--- src/rtl/tick_sched_ctrl.sv ---
// Run-control and configuration controller for a divide-by-N tick generator.
// Divisor updates made while running are deferred to a period boundary.
module tick_sched_ctrl #(
  parameter int unsigned CNT_W       = 8,
  parameter int unsigned DEFAULT_DIV = 3
) (
  input  logic             clk,
  input  logic             reset_n,
  input  logic             cfg_valid,
  output logic             cfg_ready,
  input  logic [CNT_W-1:0] cfg_div,
  input  logic [CNT_W-1:0] cfg_burst,
  input  logic             start,
  input  logic             stop,
  output logic             tick,
  output logic             busy,
  output logic             done,
  output logic [CNT_W-1:0] cur_div
);

  localparam logic [CNT_W-1:0] One    = CNT_W'(1);
  localparam logic [CNT_W-1:0] DefDiv = CNT_W'(DEFAULT_DIV);

  typedef enum logic [0:0] {StIdle, StRun} state_e;

  state_e           r_state,      w_state_nxt;
  logic [CNT_W-1:0] r_cnt,        w_cnt_nxt;
  logic [CNT_W-1:0] r_burst_rem,  w_burst_rem_nxt;
  logic [CNT_W-1:0] r_div,        w_div_nxt;
  logic [CNT_W-1:0] r_burst,      w_burst_nxt;
  logic             r_pend_valid, w_pend_valid_nxt;
  logic [CNT_W-1:0] r_pend_div,   w_pend_div_nxt;
  logic [CNT_W-1:0] r_pend_burst, w_pend_burst_nxt;

  logic             w_xfer;
  logic             w_wrap;
  logic [CNT_W-1:0] w_cfg_div;

  assign busy      = (r_state == StRun);
  assign tick      = busy && (r_cnt == '0);
  // Stop on the final burst tick still ends the run, but it is an abort, not a completion.
  assign done      = tick && (r_burst != '0) && (r_burst_rem == One) && !stop;
  assign cfg_ready = (r_state == StIdle) || !r_pend_valid;
  assign cur_div   = r_div;

  assign w_xfer    = cfg_valid && cfg_ready;
  assign w_wrap    = (r_cnt == (r_div - One));
  assign w_cfg_div = (cfg_div == '0) ? One : cfg_div;

  always_comb begin
    w_state_nxt      = r_state;
    w_cnt_nxt        = r_cnt;
    w_burst_rem_nxt  = r_burst_rem;
    w_div_nxt        = r_div;
    w_burst_nxt      = r_burst;
    w_pend_valid_nxt = r_pend_valid;
    w_pend_div_nxt   = r_pend_div;
    w_pend_burst_nxt = r_pend_burst;

    unique case (r_state)
      StIdle: begin
        if (w_xfer) begin
          w_div_nxt   = w_cfg_div;
          w_burst_nxt = cfg_burst;
        end
        if (start && !stop) begin
          w_state_nxt     = StRun;
          w_cnt_nxt       = '0;
          w_burst_rem_nxt = r_burst;
        end
      end
      StRun: begin
        if (stop || done) begin
          w_state_nxt      = StIdle;
          w_cnt_nxt        = '0;
          w_pend_valid_nxt = 1'b0;
          // A request accepted in the exit cycle itself lands directly in the active config.
          if (r_pend_valid) begin
            w_div_nxt   = r_pend_div;
            w_burst_nxt = r_pend_burst;
          end else if (w_xfer) begin
            w_div_nxt   = w_cfg_div;
            w_burst_nxt = cfg_burst;
          end
        end else begin
          w_cnt_nxt = w_wrap ? '0 : r_cnt + One;
          if (tick && (r_burst != '0) && (r_burst_rem > One)) begin
            w_burst_rem_nxt = r_burst_rem - One;
          end
          if (w_wrap && r_pend_valid) begin
            w_div_nxt        = r_pend_div;
            w_burst_nxt      = r_pend_burst;
            w_pend_valid_nxt = 1'b0;
          end else if (w_xfer) begin
            w_pend_div_nxt   = w_cfg_div;
            w_pend_burst_nxt = cfg_burst;
            w_pend_valid_nxt = 1'b1;
          end
        end
      end
      default: w_state_nxt = StIdle;
    endcase
  end

  always_ff @(posedge clk or negedge reset_n) begin
    if (!reset_n) begin
      r_state      <= StIdle;
      r_cnt        <= '0;
      r_burst_rem  <= '0;
      r_div        <= DefDiv;
      r_burst      <= '0;
      r_pend_valid <= 1'b0;
      r_pend_div   <= '0;
      r_pend_burst <= '0;
    end else begin
      r_state      <= w_state_nxt;
      r_cnt        <= w_cnt_nxt;
      r_burst_rem  <= w_burst_rem_nxt;
      r_div        <= w_div_nxt;
      r_burst      <= w_burst_nxt;
      r_pend_valid <= w_pend_valid_nxt;
      r_pend_div   <= w_pend_div_nxt;
      r_pend_burst <= w_pend_burst_nxt;
    end
  end

endmodule

--- config.mk ---
export PLATFORM = sky130hd
export DESIGN_NAME = tick_sched_ctrl
export DESIGN_NICKNAME = d
export VERILOG_FILES = /design/src/rtl/tick_sched_ctrl.sv
export SDC_FILE = /design/constraint.sdc
export NUM_CORES = 1
export LEC_CHECK = 0
export ABC_AREA = 1
export BUFFER_PORTS_ARGS = -buffer_cell sky130_fd_sc_hd__buf_2
export CAP_MARGIN = 20
export CORE_MARGIN = 2
export CORE_UTILIZATION = 55
export CTS_BUF_LIST = sky130_fd_sc_hd__clkbuf_8
export DETAILED_ROUTE_END_ITERATION = 10
export GPL_ROUTABILITY_DRIVEN = 1
export PLACE_DENSITY = 0.75
export SLEW_MARGIN = 20
export SYNTH_ARGS = -nofsm -noshare
export SYNTH_HDL_FRONTEND = slang
export SYNTH_SLANG_ARGS = --single-unit
--- constraint.sdc ---
create_clock -name clk -period 2.31 [get_ports clk]
set_input_delay 0 -clock clk [delete_from_list [all_inputs] [get_ports clk]]
set_output_delay 0 -clock clk [all_outputs]
set_load 0.02 [all_outputs]
Yosys cells after proc, flatten, opt, wreduce, memory -nomap -nowiden
Cells that the tools add are included.

operators by class
  add/subtract/negate cells = 3
  order comparisons = 1
  equal/unequal tests = 6
  muxes and demuxes = 25
  bitwise gates (word level) = 3
  reductions and logical operators = 19

operators by type and width
  cell                                                   number
  two-way mux 8 bit                                      15
  one-hot mux 8 bit (2 select lines)                     4
  zero test 8 bit                                        2
  subtractor 8 x 1 -> 8 bit, second input constant       2
  adder 8 x 1 -> 8 bit, second input constant            1
  equality test 8 x 1 -> 1 bit, second input constant    1
  equality test 8 bit                                    1
  > comparator 8 x 1 -> 1 bit, second input constant     1
  logical AND 1 bit                                      8
  nonzero test 8 bit                                     1
  two-way mux 1 bit                                      5
  inequality test 2 x 1 -> 1 bit, second input constant  2
  AND reduction 4 bit                                    1
  inequality test 3 x 1 -> 1 bit, second input constant  1
  inverter 1 bit                                         3
  AND reduction 3 bit                                    1
  nonzero test 3 bit                                     1
  zero test 1 bit                                        2
  logical OR 1 bit                                       2
  inequality test 2 bit, second input constant           1
  one-hot mux 1 bit (2 select lines)                     1
  AND reduction 2 bit                                    1

word-level totals
  register bits = 50
  input bits = 21
  logic and storage cells = 65

Depth between registers and ports, before layout
  word-level depth = 8
  depth in mapped cells = 15

Worst setup path after synthesis
No wires, ideal clock.

  path kind = register -> register
  from = register r_div[0] (netlist: cur_div[0])
  to = register r_div[6] (netlist: cur_div[6])
  library setup time = 0.117 ns
  arrival = 1.883 ns
  required time = 2.193 ns
  setup slack = 0.309 ns
  stages on the path, launching flop included = 14
  path buffers = 1
  period minus slack after synthesis = 2.001 ns
  cells stage by stage = dfstp_2 inv_2 ha_1 inv_1 nand2_1 nand2_1 nand2_1 nor2_1 nand3_1 nor2_2 nand3_4 buf_2 nand3_1 nand2_1

on the way
  cells in the longest elaborated chain, start to end = 4

ends and longest elaborated chain
  what                                             line  source
  from (decl)                                      29    logic [CNT_W-1:0] r_div, w_div_nxt;
  from (signal assigned)                           110   r_div <= DefDiv;
  from (signal assigned)                           119   r_div <= w_div_nxt;
  subtractor 8 x 1 -> 8 bit                        47    assign w_wrap = (r_cnt == (r_div - One));
  equality test 8 bit                              47
  logical AND 1 bit                                90    if (w_wrap && r_pend_valid) begin
  inequality test 3 x 1 -> 1 bit (no source line)  -

Every way passes these cells.
A chain may end at the register's enable or synchronous reset.

Worst setup path after layout
  from = register r_div[0] (netlist: cur_div[0])
  to = register r_burst[6]

on the way
  cells in the longest elaborated chain, start to end = 4

ends and longest elaborated chain
  what                                             line  source
  subtractor 8 x 1 -> 8 bit                        47
  equality test 8 bit                              47
  logical AND 1 bit                                90
  inequality test 3 x 1 -> 1 bit (no source line)  -
  to (signal assigned)                             120   r_burst <= w_burst_nxt;
  to (decl)                                        30    logic [CNT_W-1:0] r_burst, w_burst_nxt;

Every way passes these cells.

==> out/metrics.cfg <==
[logic_synthesis]
synth.avg_cell_area_sq_um=6.55
ys_ff_latch=50
ys_seq_area_frac=0.344
synth_cells=556
yosysWarnings=0
syn_area_sq_um=3640
synth_fp_nets=582
ys_types=37

[critical_path]
path_cells=inv_2 -> ha_1 -> inv_1 -> nand2_1 -> nand2_1 -> nand2_1 -> nor2_1 -> nand3_1 -> nor2_2 -> nand3_4 -> nand2_8 -> nand2_1 -> nand2_1
crit_family=simple AND/OR/NAND/NOR gates
worst_path_largest_cell_delay_ps=570
required_ps=2560
worst_setup_path_end_kind=flop
arrival_ps=2370
start_kind=flop
path_buf_inv=2
critPathMostFrequentCell=nand2_1
crit_slowest_cell=dfstp_2
worstSetupPathType=reg2reg
crit_path_max_fanout=17

[global_routing]
grt_max_degree=34
grt_busiest_layer=met2
grt_use_met2=0.384
grt_pass1_wl_um=14500
grt-ovfl-total=0
use_met1=0.351
grt_usage=0.241
grtUsageMet3=0.0331
antenna_found_initial=0
grt_pass1_vias=3163

[placed_design]
dp_hpwl_um=6060
dp_worst_setup_slack_ps=209
port_buffers=32
gp_congestion=0.867

[cts]
root_buffer=clkbuf_8
cts_buffers=5
clk_path_buf_depth=2
insertion_delay_ps=320
h-tree-depth=2
numClockSinks=50
clk_pin_slew_ps=100
cts_tree=yes

[die]
ioPinCount=33
rows=29
die_w_um=85.4
start_util=0.571
placeableCoreArea_sq_um=6390
dieHeight_um=85.4
die_area_sq_um=7290

[detailed_routing]
post-route-drc-count=0
wl_per_cell_um=12.5
dr.pass1.iters=4
vias=3441
vias_per_cell=5.13
drt-total-wl_um=8390
ant_nets=0
drtIter0Drc=158

[finish]
area_growth_syn_to_layout_pct=10.9
diodes=0
fill_cells=586
nets=619
multi_input_area_sq_um=2040
drive_above_1_share=0.128
regArea_sq_um=1250

[sta]
slew_headroom=0.633
report.final.slew_viol_count=0
setup_viol=0
fmax_mhz=473
min_period_ps=2110
timing.final.ws_setup_ps=196
fin_setup_tns_ps=0
fin_crit_sh=0.915
tightest_slew_ps=548
rsz0062_at_grt=false
hold_viol=0
fin_skew_ps=11.6

[power]
peakVddDrop_v=0.000542
powerDensity_nw_per_um2=1140
p_leak_nw=2.19

[worst_hold_path]
min_path_type=in2reg

[flow_run]
maxCapViolations=0

[status]
status=complete, no violations

state kept, by name (all words and copies together) (netlist names):
name and cells:
cur_div 8, r_burst 8, r_burst_rem 8, r_cnt 8, r_pend_burst 8, r_pend_div 8
busy 1, r_pend_valid 1
repair_timing:
item	in CTS	in global routing
endpoints found under the hold margin	34	0
buffers inserted	0	0
resized for setup	0	1
hold buffers	16	0
endpoints found under the setup margin	0	2
logic make-up (layout without fill, tap and decap cells):
family / Yosys count / count (layout) / share of synthesized area
AOI/OAI and AO/OA: 62 / 62 / 0.0962
xor gates and xnor gates: 15 / 15 / 0.0361
adders and majority gates: 5 / 5 / 0.0172
buffers and inverters: 76 / 114 / 0.0989
DFF: 50 / 50 / 0.344
and+or+nand+nor: 348 / 348 / 0.408
cells in the final DEF (no fill, tap or decap), drive strengths merged:
cell         instances
buf                 38
clkbuf               5
xor2                11
o21ai               53
o21bai               1
ha                   5
nand3               47
clkinv               4
nor2                32
nand4                3
inv                 50
nor3                 2
dfstp                2
nand2              262
and3                 1
clkinvlp             1
xnor2                4
nand3b               1
dlygate4sd3         16
a21oi                8
dfrtp               48
synthesized netlist by cell type, drive strengths merged:
library cell	count	area (sq um)
a21oi	8	55.1
and3	1	6.26
buf	19	145
clkbuf	5	20.0
clkinv	2	7.51
dfrtp	48	1200
dfstp	2	52.6
ha	5	62.6
inv	50	188
nand2	262	1020
nand3	47	265
nand3b	1	7.51
nand4	3	33.8
nor2	32	143
nor3	2	10.0
o21ai	53	288
o21bai	1	7.51
xnor2	4	35.0
xor2	11	96.3
stage by stage:
stage	std cells	power [mW]	hold WS, ps	utilization	area, sq um
floorplan	556	3.53	-296	-	3640
detailed placement	647	4.06	2.09	0.592	3780
global route	671	5.11	106	0.632	4040
CTS	671	4.62	99.5	0.631	4030
global placement	647	3.97	0.105	0.592	3780
finish	671	4.62	107	0.632	4040
worst reg2reg max path, stage by stage (launching register included):
cell and delay [ps]:
dfstp_2 570, inv_2 70, ha_1 320, inv_1 60, nand2_1 40, nand2_1 60, nand2_1 40, nor2_1 90
nand3_1 80, nor2_2 160, nand3_4 230, nand2_8 190, nand2_1 80, nand2_1 60
layer usage:
metal | vias to the layer above | wire (um) | part of all wire
met2 | 88 | 3750 | 0.45
li1 | 1806 | - | -
met1 | 1538 | 4140 | 0.49
met3 | 9 | 399 | 0.048
met5 | - | 0 | 0
met4 | 0 | 93 | 0.011
layout make-up:
cell class,instances,area share
multi-input cells,430,0.505
flip-flops and latches,50,0.310
repair buffers,54,0.0905
inverters,52,0.0483
well taps,77,0.0239
clock buffers,5,0.0170
clock inverters,3,0.00527
final timing paths:
| kind | from | endpoint | slack, ps | cells past startpoint |
|---|---|---|---|---|
| worst max-delay path | cur_div[0]$_DFFE_PN1P_ | r_burst[6]$_DFFE_PN0P_ | 200 | 13 |
| worst min-delay path | start | r_cnt[1]$_DFFE_PN0P_ | 110 | 4 |
| worst max register to register | cur_div[0]$_DFFE_PN1P_ | r_burst[6]$_DFFE_PN0P_ | 200 | 13 |
| worst min register to register | cur_div[0]$_DFFE_PN1P_ | cur_div[0]$_DFFE_PN1P_ | 520 | 2 |
| max in group asynchronous | reset_n | busy$_DFF_PN0_ | 1380 | 3 |
| min in group asynchronous | reset_n | r_burst_rem[7]$_DFFE_PN0P_ | 180 | 2 |
power breakdown:
group	switching [mW]	internal [mW]	leakage, nW
clock network	0.311	0.213	0.0441
registers	0.397	1.24	0.635
logic	1.56	0.898	1.52
Power figures use the tool's default switching activity.
